--- src/rtl/serial_pattern_tx.sv ---
// Parallel-to-serial pattern transmitter: shifts a programmable-length pattern
// out MSB-first, repeating it with optional idle gaps between passes.
module serial_pattern_tx #(
  parameter int unsigned WIDTH    = 8,
  parameter int unsigned LEN_W    = 4,
  parameter int unsigned REP_W    = 4,
  parameter int unsigned GAP_W    = 3,
  parameter logic        IDLE_BIT = 1'b0
) (
  input  logic             clk,
  input  logic             rst,
  input  logic             start,
  input  logic [WIDTH-1:0] pattern,
  input  logic [LEN_W-1:0] len,
  input  logic [REP_W-1:0] repeat_n,
  input  logic [GAP_W-1:0] gap,
  input  logic             abort,
  output logic             out_bit,
  output logic             out_valid,
  output logic             busy,
  output logic             done
);

  typedef enum logic [1:0] {
    ST_IDLE  = 2'd0,
    ST_SHIFT = 2'd1,
    ST_GAP   = 2'd2,
    ST_DONE  = 2'd3
  } state_t;

  state_t           state_q, state_d;
  logic [WIDTH-1:0] pat_q, pat_d;
  logic [LEN_W-1:0] len_q, len_d;
  logic [LEN_W-1:0] idx_q, idx_d;
  logic [REP_W-1:0] rep_q, rep_d;
  logic [GAP_W-1:0] gap_q, gap_d;
  logic [GAP_W-1:0] gcnt_q, gcnt_d;
  logic             out_bit_q, out_bit_d;
  logic             out_valid_q, out_valid_d;
  logic             busy_q, busy_d;
  logic             done_q, done_d;
  logic [LEN_W-1:0] len_eff;

  assign len_eff = (len > LEN_W'(WIDTH)) ? LEN_W'(WIDTH) : len;

  // State and registered outputs
  always_ff @(posedge clk) begin
    if (rst) begin
      state_q     <= ST_IDLE;
      pat_q       <= '0;
      len_q       <= '0;
      idx_q       <= '0;
      rep_q       <= '0;
      gap_q       <= '0;
      gcnt_q      <= '0;
      out_bit_q   <= IDLE_BIT;
      out_valid_q <= 1'b0;
      busy_q      <= 1'b0;
      done_q      <= 1'b0;
    end else begin
      state_q     <= state_d;
      pat_q       <= pat_d;
      len_q       <= len_d;
      idx_q       <= idx_d;
      rep_q       <= rep_d;
      gap_q       <= gap_d;
      gcnt_q      <= gcnt_d;
      out_bit_q   <= out_bit_d;
      out_valid_q <= out_valid_d;
      busy_q      <= busy_d;
      done_q      <= done_d;
    end
  end

  // Next-state logic; outputs are decoded from the next state so they
  // register alongside it and stay a pure function of state.
  always_comb begin
    state_d     = state_q;
    pat_d       = pat_q;
    len_d       = len_q;
    idx_d       = idx_q;
    rep_d       = rep_q;
    gap_d       = gap_q;
    gcnt_d      = gcnt_q;
    out_bit_d   = IDLE_BIT;
    out_valid_d = 1'b0;
    busy_d      = 1'b0;
    done_d      = 1'b0;

    unique case (state_q)
      ST_IDLE: begin
        if (start && (len != '0)) begin
          state_d = ST_SHIFT;
          pat_d   = pattern;
          len_d   = len_eff;
          idx_d   = len_eff - LEN_W'(1);
          rep_d   = repeat_n;
          gap_d   = gap;
        end
      end
      ST_SHIFT: begin
        if (abort) begin
          state_d = ST_IDLE;
        end else if (idx_q != '0) begin
          idx_d = idx_q - LEN_W'(1);
        end else if (rep_q == '0) begin
          state_d = ST_DONE;
        end else if (gap_q == '0) begin
          idx_d = len_q - LEN_W'(1);
          rep_d = rep_q - REP_W'(1);
        end else begin
          state_d = ST_GAP;
          gcnt_d  = gap_q - GAP_W'(1);
          rep_d   = rep_q - REP_W'(1);
        end
      end
      ST_GAP: begin
        if (abort) begin
          state_d = ST_IDLE;
        end else if (gcnt_q == '0) begin
          state_d = ST_SHIFT;
          idx_d   = len_q - LEN_W'(1);
        end else begin
          gcnt_d = gcnt_q - GAP_W'(1);
        end
      end
      ST_DONE: begin
        state_d = ST_IDLE;
      end
      default: begin
        state_d = ST_IDLE;
      end
    endcase

    if (state_d == ST_SHIFT) begin
      out_valid_d = 1'b1;
      out_bit_d   = |(pat_d & (WIDTH'(1) << idx_d));
    end
    busy_d = (state_d != ST_IDLE);
    done_d = (state_d == ST_DONE);
  end

  assign out_bit   = out_bit_q;
  assign out_valid = out_valid_q;
  assign busy      = busy_q;
  assign done      = done_q;

endmodule

--- config.mk ---
export PLATFORM = sky130hd
export DESIGN_NAME = serial_pattern_tx
export DESIGN_NICKNAME = d
export VERILOG_FILES = /design/src/rtl/serial_pattern_tx.sv
export SDC_FILE = /design/constraint.sdc
export NUM_CORES = 1
export LEC_CHECK = 0
export CAP_MARGIN = 20
export CORE_MARGIN = 2
export CORE_UTILIZATION = 50
export CTS_CLUSTER_DIAMETER = 150
export DETAILED_ROUTE_END_ITERATION = 8
export GPL_TIMING_DRIVEN = 0
export PLACE_DENSITY = 0.85
export SLEW_MARGIN = 20
export SYNTH_ARGS = -nofsm -noshare
export SYNTH_HDL_FRONTEND = slang
export SYNTH_SLANG_ARGS = --single-unit
--- constraint.sdc ---
create_clock -name clk -period 4.4 [get_ports clk]
set_input_delay 1.32 -clock clk [delete_from_list [all_inputs] [get_ports clk]]
set_output_delay 1.32 -clock clk [all_outputs]
set_load 0.01 [all_outputs]
* After elaboration in Yosys (flattened, before gate mapping) *
Cells that the tools add are included.

operators by class
  equality and inequality tests = 12
  bitwise gates (word level) = 2
  muxes and demuxes = 32
  shift operators = 1
  reduce and logical (&&, ||, !) cells = 15
  add/subtract/negate cells = 6
  magnitude comparators = 1

operator list
  kind                   number
  $mux W4                12
  $mux W3                6
  $mux W8                2
  $sub A4 B1 Y4 const B  4
  $mux W2                7
  $ne A2 B2 Y1 const B   7
  $pmux W4 S3            1
  $and A8 B8 Y8          1
  $pmux W2 S4            1
  $pmux W4 S2            1
  $reduce_bool A4 Y1     2
  $reduce_or A8 Y1       1
  $shl A1 B4 Y8 const A  1
  $reduce_and A7 Y1      1
  $eq A2 B2 Y1 const B   3
  $logic_not A3 Y1       2
  $pmux W3 S2            1
  $reduce_bool A2 Y1     3
  $sub A3 B1 Y3 const B  2
  $reduce_and A5 Y1      1
  $eq A2 B1 Y1 const B   2
  $gt A4 B4 Y1 const B   1
  $logic_not A4 Y1       1
  $logic_not A2 Y1       1
  5 further kinds        5

word-level totals
  output and inout bits = 4
  bits of input ports = 23
  word-level logic and storage cells = 80
  flip-flop bits (word level) = 32

* Depth between registers and ports, before layout *
Gate-level depths: netlist of run 1.

  depth in word-level cells = 9
  gate-level depth with buffers = 10
  gate-level depth less buffers = 10

* Worst setup path after synthesis of run 1 *
No wires, ideal clock.

  kind = input to register
  start = input port len[3]
  end = register out_bit_q, in the netlist out_bit
  slack = 0.959 ns
  stages on the path = 8
  data required time = 4.330 ns
  path buffers = 0
  library setup time = 0.070 ns
  arrival time = 3.372 ns
  path through = o41ai_4 -> nor3_2 -> o41a_1 -> nand3_4 -> mux2_4 -> a2bb2o_4 -> or4_1 -> a21oi_1

on the way
  cells in the longest elaborated chain, start to end = 8
  elaborated cells between the ends (all ways) = 17
  those cells by class = add/sub: 1; order compare: 1; eq/ne: 1; shift: 1; mux: 7; bitwise: 2; reduce/logical: 4

ends and longest elaborated chain
  item                  RTL line  source
  from (decl)           14        input logic [LEN_W-1:0] len,
  $gt A4 B4 Y1          44        assign len_eff = (len > LEN_W'(WIDTH)) ? LEN_W'(WIDTH) : len;
  $mux W4               44
  $sub A4 B1 Y4         96        idx_d = len_eff - LEN_W'(1);
  $mux W4               92        if (start && (len != '0)) begin
  $pmux W4 S3           90        unique case (state_q)
  $shl A1 B4 Y8         137       out_bit_d = |(pat_d & (WIDTH'(1) << idx_d));
  $and A8 B8 Y8         137
  $reduce_or A8 Y1      137
  to (signal assigned)  68        out_bit_q <= out_bit_d;
  to (decl)             38        logic out_bit_q, out_bit_d;

Several ways; a longest one is shown, not always the timed one.
A chain may end at the register's enable or synchronous reset.

* Worst setup path in the final report of run 1 *
Ends and elaborated chain as after synthesis.

==> impl_results.md, run 1 <==
* Tmin final at 3.92 ns
* CTS max path bufs at 2
* Grt ovf at 0
* Final Cell Area at 2270 um2
* Post-CTS setup buffers at 0
* WL/cell at 13.1 um
* Mean Syn Cell Area at 7.78 um2
* DP Area at 2200 um2
* CTS tree: built
* Diode count at 0
* Critical path startpoint category: primary input
* CP max stage delay at 0.54 ns
* Number of antenna violations at the first check in global routing at 0
* Pint at 552 uW
* Synth top area cells: dfxtp_1 34%, a21oi_1 8.0%, nand2_1 6.4%, nor2_1 5.2%, mux2i_1 4.3%
* Met2 Routed Length at 1980 um
* IO Port Bufs at 26
* Beginning of the worst register-to-register path: idx_q[0]$_SDFF_PP0_
* Type of the most critical hold path: reg -> reg
* Xor/xnor share of the synthesized area at 1.40%
* # hold bufs at CTS at 0
* CTS H-tree depth at 2
* Post-synth ARST share at 0%
* Slew @ Worst Pin at 0.517 ns
* Register bit total from synthesis at 32
* Synth Area in Adders at 3.34%
* Global-route wire length before repair at 7450 um
* Clock network latency to the later pin of the worst-skew pair at 0.29 ns
* Total routed wirelength at 4210 um
* Die height at 65.2 um
* Final setup viols at 0
* Max Freq at 0.255 GHz
* VDD IR max at 214 uV
* Ys flop type: dfxtp_1
* WHS Path Cells at 2
* P_sw at 275 uW
* Synth top cells by count: 32 x dfxtp_1, 32 x nand2_1, 30 x a21oi_1
* Slowest stage cell, crit path: o41ai_4
* Crit. End Element: flop
* Max Slew Vio Count at 0
* Area of the mapped netlist at 1880 um2
* Critical hold path startpoint: pat_q[5]$_SDFF_PP0_
* Arr. time, crit path at 4.14 ns
* Leakage power at 0.000882 uW
* FILL cells at 337
* FP Rows at 22
* EDFF count, synth at 0
* Die area at 4260 um2
* Cell variety after synth at 49
* Mux cell area share after synthesis at 5.07%
* Largest family of logic cells by synthesized area: simple AND/OR/NAND/NOR gates
* Period utilization at 89.1%
* Pin count of the biggest net entering global routing at 11
* GRT Util Overall at 22.6%
* RSZ-0062 raised after global routing: no
* Number of global-route vias before repair at 1662
* Run status: finished clean
* Clock Skew at 0.00667 ns
* Drt drc at 0
* Worst rel slew slack at 65.5%
* Gates resized, CTS repair at 0
* PwrDens at 364 nW/um2
* Post-synthesis sequential area ratio at 34.2%
* Final #Nets at 302
* Ys Warns at 0
* Vias per cell at 5.55
* DR vias at 1788
* Clock root buffer: clkbuf_8
* Initial Util at 51.6%
* Crit path cell chain: clkdlybuf4s50_1, o41ai_4, nor3_2, o41a_1, nand3_4, mux2_4, a2bb2o_4, or4_1, a21oi_1
* Clock slew at reported path FFs at 0.07 ns
* Seq pwr share at 40.6%
* Cell family with most CP delay: compound AO/OA/AOI/OAI gates
* Area delta synth->final at 21.2%
* Reg-to-reg critical path endpoint: out_bit$_SDFF_PP0_
* Clk sinks at 32
* MaxCap Viol Count at 0
* IO Count at 27
* DR WL met3 at 170 um
* Yosys top cell by area: dfxtp_1
* Worst Path Buf+Inv at 1
* Synthesized Nets at 269
* Top cell type's share of synthesized area at 34.2%
* Uppermost layer routed: met4
* Setup_tns at 0 ns
* Proportion of layout cells with a drive suffix above 1 at 6.93%
* Combinational power share at 33.4%
* Synth Instances at 241
* Initial drt markers at 68
* Met1 wire length at 1970 um
* Final ANT Viol Nets at 0
* Num CTS Buffers at 5
* Crit Path Max Fanout at 10
* Simple-Gate Fraction of Synth Area at 28.7%
* Post-DP HPWL at 3220 um
* Complex-gate fraction of the synthesized area at 22.5%
* Reg2reg path depth at 10
* Hold EP: pat_q[5]$_SDFF_PP0_
* Routability Congestion at 0.915
* WP data required at 4.62 ns
* FF-to-FF setup slack at 1.53 ns
* Clock power frac at 25.9%
* Final Hold Viols at 0
* Critical path type: in -> reg
* Die W at 65.2 um
* Drt pass-1 iters at 4
* Core ar. at 3630 um2
* Switch share at 33.3%
-- power by group through the flow --
stage	logic, uW	clock network, uW	registers, uW
global placement	268	0	341
CTS	275	221	336
finish	277	215	336
detailed placement	274	0	342
floorplan	198	0	340
global route	311	232	339
-- per-stage QoR --
| stage | power, uW | hold slack [ns] | worst slack (ns) | cells | util, % |
|---|---|---|---|---|---|
| after floorplan | 538 | 0.436 | 0.959 | 241 | - |
| after global placement | 609 | 0.445 | 0.213 | 315 | 60.4 |
| after detailed placement | 616 | 0.450 | 0.195 | 315 | 60.4 |
| after CTS | 831 | 0.459 | 0.496 | 322 | 62.6 |
| after global routing | 882 | 0.471 | 0.296 | 322 | 62.6 |
| final | 827 | 0.457 | 0.479 | 322 | 62.6 |
-- cell type report --
class / count / area (um2) / share of cell area (%)
Buffer: 13 / 53.8 / 2.37
Clock buffer: 6 / 72.6 / 3.19
Clock inverter: 1 / 5.00 / 0.220
Inverter: 10 / 37.5 / 1.65
Multi-Input combinational cell: 186 / 1140 / 50.3
Sequential cell: 32 / 641 / 28.2
Tap cell: 48 / 60.1 / 2.64
Timing Repair Buffer: 26 / 260 / 11.4
-- cells in the final DEF, fill, tap and decap left out, types with 4 or more instances in the layout --
cell             netlist  final
a211oi_1               5      5
a21oi_1               30     30
buf_2                  4      4
clkbuf_1               9     10
clkbuf_8               0      5
clkdlybuf4s50_1        0     26
dfxtp_1               32     32
ha_1                   5      5
inv_1                 10     10
mux2i_1                8      8
nand2_1               32     32
nand2b_1               7      7
nand3_1                4      4
nor2_1                26     26
nor2b_1                6      6
nor3_1                 6      6
o21ai_0               10     10
or3_1                  4      4
-- flip-flops by register name (all words and copies together), names as in the netlist --
name / flops
done: 1
idx_q: 4
busy: 1
out_bit: 1
len_q: 4
gcnt_q: 3
rep_q: 4
pat_q: 8
out_valid: 1
gap_q: 3
state_q: 2
-- metal layers --
layer  global-route usage, %  up-vias
li1                        -      912
met1                    27.6      816
met2                    38.4       49
met3                    4.79       11
met4                    9.38        0
met5                       0        -
-- how the worst max path moves through the flow --
stage               startpoint            endpoint  slack, ns  depth (start not counted)
global route            len[3]  out_bit$_SDFF_PP0_       0.30                         10
floorplan               len[3]  out_bit$_SDFF_PP0_       0.96                          8
detailed placement      len[3]  out_bit$_SDFF_PP0_       0.20                          9
CTS                     len[3]  out_bit$_SDFF_PP0_       0.50                          9
finish                  len[3]  out_bit$_SDFF_PP0_       0.48                          9
global placement        len[3]  out_bit$_SDFF_PP0_       0.21                          9
-- cells by family (layout without fill, tap and decap cells) --
kind of cell	after synthesis	count (layout)
simple gates	105	105
compound gates	64	64
flops	32	32
buf+inv	23	56
mux	9	9
fa+ha+maj	5	5
xor+xnor	3	3
-- worst min-delay path: cells and delay by family, from the launching register on --
kind | cells | cell delay (ns)
AO/OA/AOI/OAI | 1 | 0.05
AND/OR/NAND/NOR | 1 | 0.05
flip-flops | 1 | 0.31
(Power assumes the default switching activity.)
==> run 2: changes to the inputs <==
Settings changed: PLACE_DENSITY 0.85 to 0.74.
==> run 2 against run 1 <==
Against the previous run: clock skew down 0.0038 ns; clock power up 15%; final area up 0.83%; power up 3.8%; final cell count unchanged; combinational power about the same; critical path depth unchanged; die area unchanged; register-to-register slack about the same; sequential power about the same; non-clock buffer count unchanged; hold slack worse by 0.0014 ns; critical endpoint unchanged.
==> impl_results.md, run 2 (synthesis gave the netlist of run 1 again) <==
* Critical path type: in -> reg
* Max Slew Vio Count at 0
* RSZ-0062 raised after global routing: no
* Num CTS Buffers at 5
* Number of antenna violations at the first check in global routing at 0
* # hold bufs at CTS at 0
* Critical path startpoint category: primary input
* Slew @ Worst Pin at 0.537 ns
* Vias per cell at 5.53
* Final Cell Area at 2290 um2
* Run status: finished clean
* Post-DP HPWL at 3110 um
* Worst Path Buf+Inv at 1
* Die height at 65.2 um
* Final setup viols at 0
* Initial drt markers at 103
* Initial Util at 51.6%
* Tmin final at 3.90 ns
* FILL cells at 348
* Pin count of the biggest net entering global routing at 11
* CTS tree: built
* CTS H-tree depth at 2
* Worst rel slew slack at 64.2%
* Clock root buffer: clkbuf_8
* Crit. End Element: flop
* Drt drc at 0
* Max FFs per register at 8
* Gates resized, CTS repair at 0
* Final Hold Viols at 0
* Die area at 4260 um2
* GRT Util Overall at 20.8%
* Core ar. at 3630 um2
* PwrDens at 375 nW/um2
* Area delta synth->final at 22.2%
* Die W at 65.2 um
* WL/cell at 12.9 um
* Clock Skew at 0.00289 ns
* Grt ovf at 0
* CP max stage delay at 0.53 ns
* Period utilization at 88.6%
* Crit Path Max Fanout at 10
* Number of global-route vias before repair at 1550
* Top reg by flops: pat_q
* Setup_tns at 0 ns
* Leakage power at 0.000891 uW
* Crit path cell chain: clkdlybuf4s50_1, o41ai_4, nor3_2, o41a_1, nand3_4, mux2_4, a2bb2o_4, or4_1, a21oi_1
* DR vias at 1781
* Final ANT Viol Nets at 0
* Global-route wire length before repair at 6840 um
* Diode count at 0
* Drt pass-1 iters at 5
* Clock slew at reported path FFs at 0.07 ns
* FP Rows at 22
* Final #Nets at 302
* Post-CTS setup buffers at 0
* Commonest cells after routing, fill and taps aside: 32 x nand2_1, 32 x dfxtp_1, 30 x a21oi_1, 26 x nor2_1, 26 x clkdlybuf4s50_1
* Total routed wirelength at 4150 um
* Cell family with most CP delay: compound AO/OA/AOI/OAI gates
* Clock network latency to the later pin of the worst-skew pair at 0.28 ns
* Routability Congestion at 0.816
* Slowest stage cell, crit path: o41ai_4
* IO Port Bufs at 26
* Clk sinks at 32
* Max Freq at 0.257 GHz
* Proportion of layout cells with a drive suffix above 1 at 7.30%
* MaxCap Viol Count at 0
* Arr. time, crit path at 4.11 ns
* IO Count at 27
* VDD IR max at 228 uV
* Type of the most critical hold path: reg -> reg
* WP data required at 4.62 ns
* CTS max path bufs at 2
* DP Area at 2200 um2
==> run 2: routing by layer <==
metal  vias up  part of all wire, %  wire length (um)  track usage [%]
li1        918                    -                 -                -
met1       815                   49              2010             26.2
met2        42                   47              1930             35.2
met3         6                  3.9               163             5.14
met4         0                 0.99                41             5.99
met5         -                    0                 0                0
==> run 2: power by group <==
part | leakage [uW] | switching (uW) | internal [uW] | total [uW]
sequential | 0.000262 | 18.2 | 317 | 336
combinational | 0.000578 | 149 | 127 | 276
clock | 0.0000503 | 108 | 139 | 247
==> run 2: worst reg2reg max path: stages, from the launching register on <==
cell and delay [ns]:
dfxtp_1 0.33, inv_1 0.13, ha_1 0.25, nor3b_2 0.41, nor4_1 0.08, a311o_1 0.33, a211o_1 0.29, and2_1 0.20
a31o_2 0.22, or4_1 0.39, a21oi_1 0.15
==> run 2: final timing paths <==
kind / depth (start not counted) / from / slack [ns] / endpoint
worst min register to register: 2 / pat_q[1]$_SDFF_PP0_ / 0.46 / pat_q[1]$_SDFF_PP0_
worst min-delay path: 2 / pat_q[1]$_SDFF_PP0_ / 0.46 / pat_q[1]$_SDFF_PP0_
worst max register to register: 10 / idx_q[0]$_SDFF_PP0_ / 1.54 / out_bit$_SDFF_PP0_
worst max-delay path: 9 / len[3] / 0.50 / out_bit$_SDFF_PP0_
==> run 2: final cells by class <==
type / instances / area (um2) / area share [%]
Sequential cell: 32 / 641 / 27.9
Multi-Input combinational cell: 186 / 1140 / 49.9
Buffer: 13 / 53.8 / 2.35
Inverter: 10 / 37.5 / 1.64
Tap cell: 48 / 60.1 / 2.62
Clock buffer: 7 / 96.3 / 4.20
Timing Repair Buffer: 26 / 260 / 11.4
==> run 2: through the flow <==
step / util (%) / worst slack (ns) / std cells / hold slack (ns) / total power (uW)
floorplan: - / 0.959 / 241 / 0.436 / 538
detailed placement: 60.4 / 0.199 / 315 / 0.449 / 615
finish: 63.1 / 0.503 / 322 / 0.456 / 859
global placement: 60.4 / 0.201 / 315 / 0.445 / 612
CTS: 63.1 / 0.498 / 322 / 0.458 / 859
global route: 63.1 / 0.368 / 322 / 0.478 / 906
==> run 3: changes to the inputs <==
--- a/config.mk
+++ b/config.mk
@@ -12,4 +12,5 @@
 export DETAILED_ROUTE_END_ITERATION = 8
 export GPL_TIMING_DRIVEN = 0
+export MAX_ROUTING_LAYER = met4
 export PLACE_DENSITY = 0.74
 export SLEW_MARGIN = 20
==> constraint.sdc (replaced) <==
create_clock -name clk -period 4.4 [get_ports clk]
set_input_delay 0.44 -clock clk [delete_from_list [all_inputs] [get_ports clk]]
set_output_delay 0.44 -clock clk [all_outputs]
set_load 0.01 [all_outputs]
==> run 3 against run 2 <==
Against the previous run: first-iteration DRC count shrank 3.9%; fmax grew 29%; hold slack is essentially flat; setup slack gained 0.88 ns; largest power group unchanged; sequential share of layout area is the same; critical path type unchanged.
==> impl_results.md, run 3 (synthesis gave the netlist of run 1 again) <==
* Run status: finished clean
* Worst rel slew slack at 64.0%
* Critical path type: in -> reg
* Grt ovf at 0
* IO Count at 27
* Crit Path Max Fanout at 10
* Die area at 4260 um2
* Vias per cell at 5.51
* Clock network latency to the later pin of the worst-skew pair at 0.28 ns
* Number of antenna violations at the first check in global routing at 0
* Final Hold Viols at 0
* Num CTS Buffers at 5
* FILL cells at 348
* Setup_tns at 0 ns
* Clock power frac at 28.8%
* Clock slew at reported path FFs at 0.07 ns
* Beginning of the worst register-to-register path: idx_q[0]$_SDFF_PP0_
* Type of the most critical hold path: reg -> reg
* Multi-input logic area at 1140 um2
* Diode count at 0
* Core ar. at 3630 um2
* Clk sinks at 32
* Number of global-route vias before repair at 1543
* MaxCap Viol Count at 0
* WL/cell at 12.8 um
* Critical path startpoint category: primary input
* Proportion of layout cells with a drive suffix above 1 at 7.30%
* Initial Util at 51.6%
* DP Area at 2200 um2
* Die W at 65.2 um
* IO Port Bufs at 26
* Clock Skew at 0.00291 ns
* Gates resized, CTS repair at 0
* Commonest cells after routing, fill and taps aside: 32 x nand2_1, 32 x dfxtp_1, 30 x a21oi_1, 26 x nor2_1, 26 x clkdlybuf4s50_1
* Combinational power share at 32.1%
* Post-CTS setup buffers at 0
* Drt drc at 0
* Final std cells w/o fill at 322
* GRT Util Overall at 21.5%
* Pin count of the biggest net entering global routing at 11
* Power consumption at 858 uW
* # hold bufs at CTS at 0
* Final setup viols at 0
* Switch share at 31.9%
* Final Cell Area at 2290 um2
* CTS max path bufs at 2
* CTS tree: built
* Area delta synth->final at 22.2%
* Routability Congestion at 0.828
* Leakage power at 0.000891 uW
* RSZ-0062 raised after global routing: no
* Top reg by flops: pat_q
* Post-DP HPWL at 3110 um
* Final #Nets at 302
* Arr. time, crit path at 3.23 ns
* CP startpoint: len[3]
* Total routed wirelength at 4130 um
* Max Freq at 0.332 GHz
* CTS H-tree depth at 2
* Drt pass-1 iters at 4
* Initial drt markers at 99
* Crit. End Element: flop
* Pint at 584 uW
* Clock root buffer: clkbuf_8
* WP data required at 4.62 ns
* Seq pwr share at 39.1%
* FP Rows at 22
* Max FFs per register at 8
* Global-route wire length before repair at 6850 um
* Period utilization at 68.5%
* DR vias at 1774
* VDD IR max at 227 uV
* Critical hold path startpoint: pat_q[1]$_SDFF_PP0_
* PwrDens at 374 nW/um2
* Final ANT Viol Nets at 0
* Tmin final at 3.01 ns
* Placed cell count at 315
* P_sw at 274 uW
* Die height at 65.2 um
* Register area at 641 um2
* Slew @ Worst Pin at 0.540 ns
* Max Slew Vio Count at 0
## run 3: cell counts in the layout (fill, tap and decap cells not counted)
Identical to the previous run, type by type.
## run 3: stage by stage
step | hold slack [ns] | setup WS [ns] | util [%]
final | 0.455 | 1.39 | 63.1
after floorplan | 0.436 | 1.84 | -
after global placement | 0.445 | 1.08 | 60.4
after global routing | 0.478 | 1.25 | 63.1
after CTS | 0.458 | 1.38 | 63.1
after detailed placement | 0.449 | 1.08 | 60.4
## run 3: worst paths after layout
kind                                             to  slack (ns)  depth (start not counted)
worst max register to register   out_bit$_SDFF_PP0_        1.56                         10
worst min-delay path            pat_q[1]$_SDFF_PP0_        0.46                          2
worst min register to register  pat_q[1]$_SDFF_PP0_        0.46                          2
worst max-delay path             out_bit$_SDFF_PP0_        1.39                          9
## run 3: cell type report
type,instances,area share [%]
multi-input combinational,186,49.9
sequential,32,27.9
timing repair buffer,26,11.4
clock buffer,7,4.20
tap,48,2.62
buffer,13,2.35
inverter,10,1.64
## run 3: worst max-delay path, stage by stage
cell	delay, ns
clkdlybuf4s50_1	0.50
o41ai_4	0.53
nor3_2	0.09
o41a_1	0.47
nand3_4	0.17
mux2_4	0.18
a2bb2o_4	0.20
or4_1	0.49
a21oi_1	0.15
## run 3: power by group through the flow
stage,Sequential [uW],Combinational (uW),Clock [uW]
after floorplan,340,198,0
after global placement,341,271,0
after detailed placement,342,273,0
after CTS,335,274,250
after global routing,339,306,264
final,336,275,247
## run 3: layer usage
layer	wire length (um)	up-vias	part of all wire, %	track usage [%]
met2	1920	32	47	35.3
met4	39	0	0.95	5.99
met3	143	6	3.5	5.65
met1	2020	819	49	26.2
met5	0	-	0	-
li1	-	917	-	-
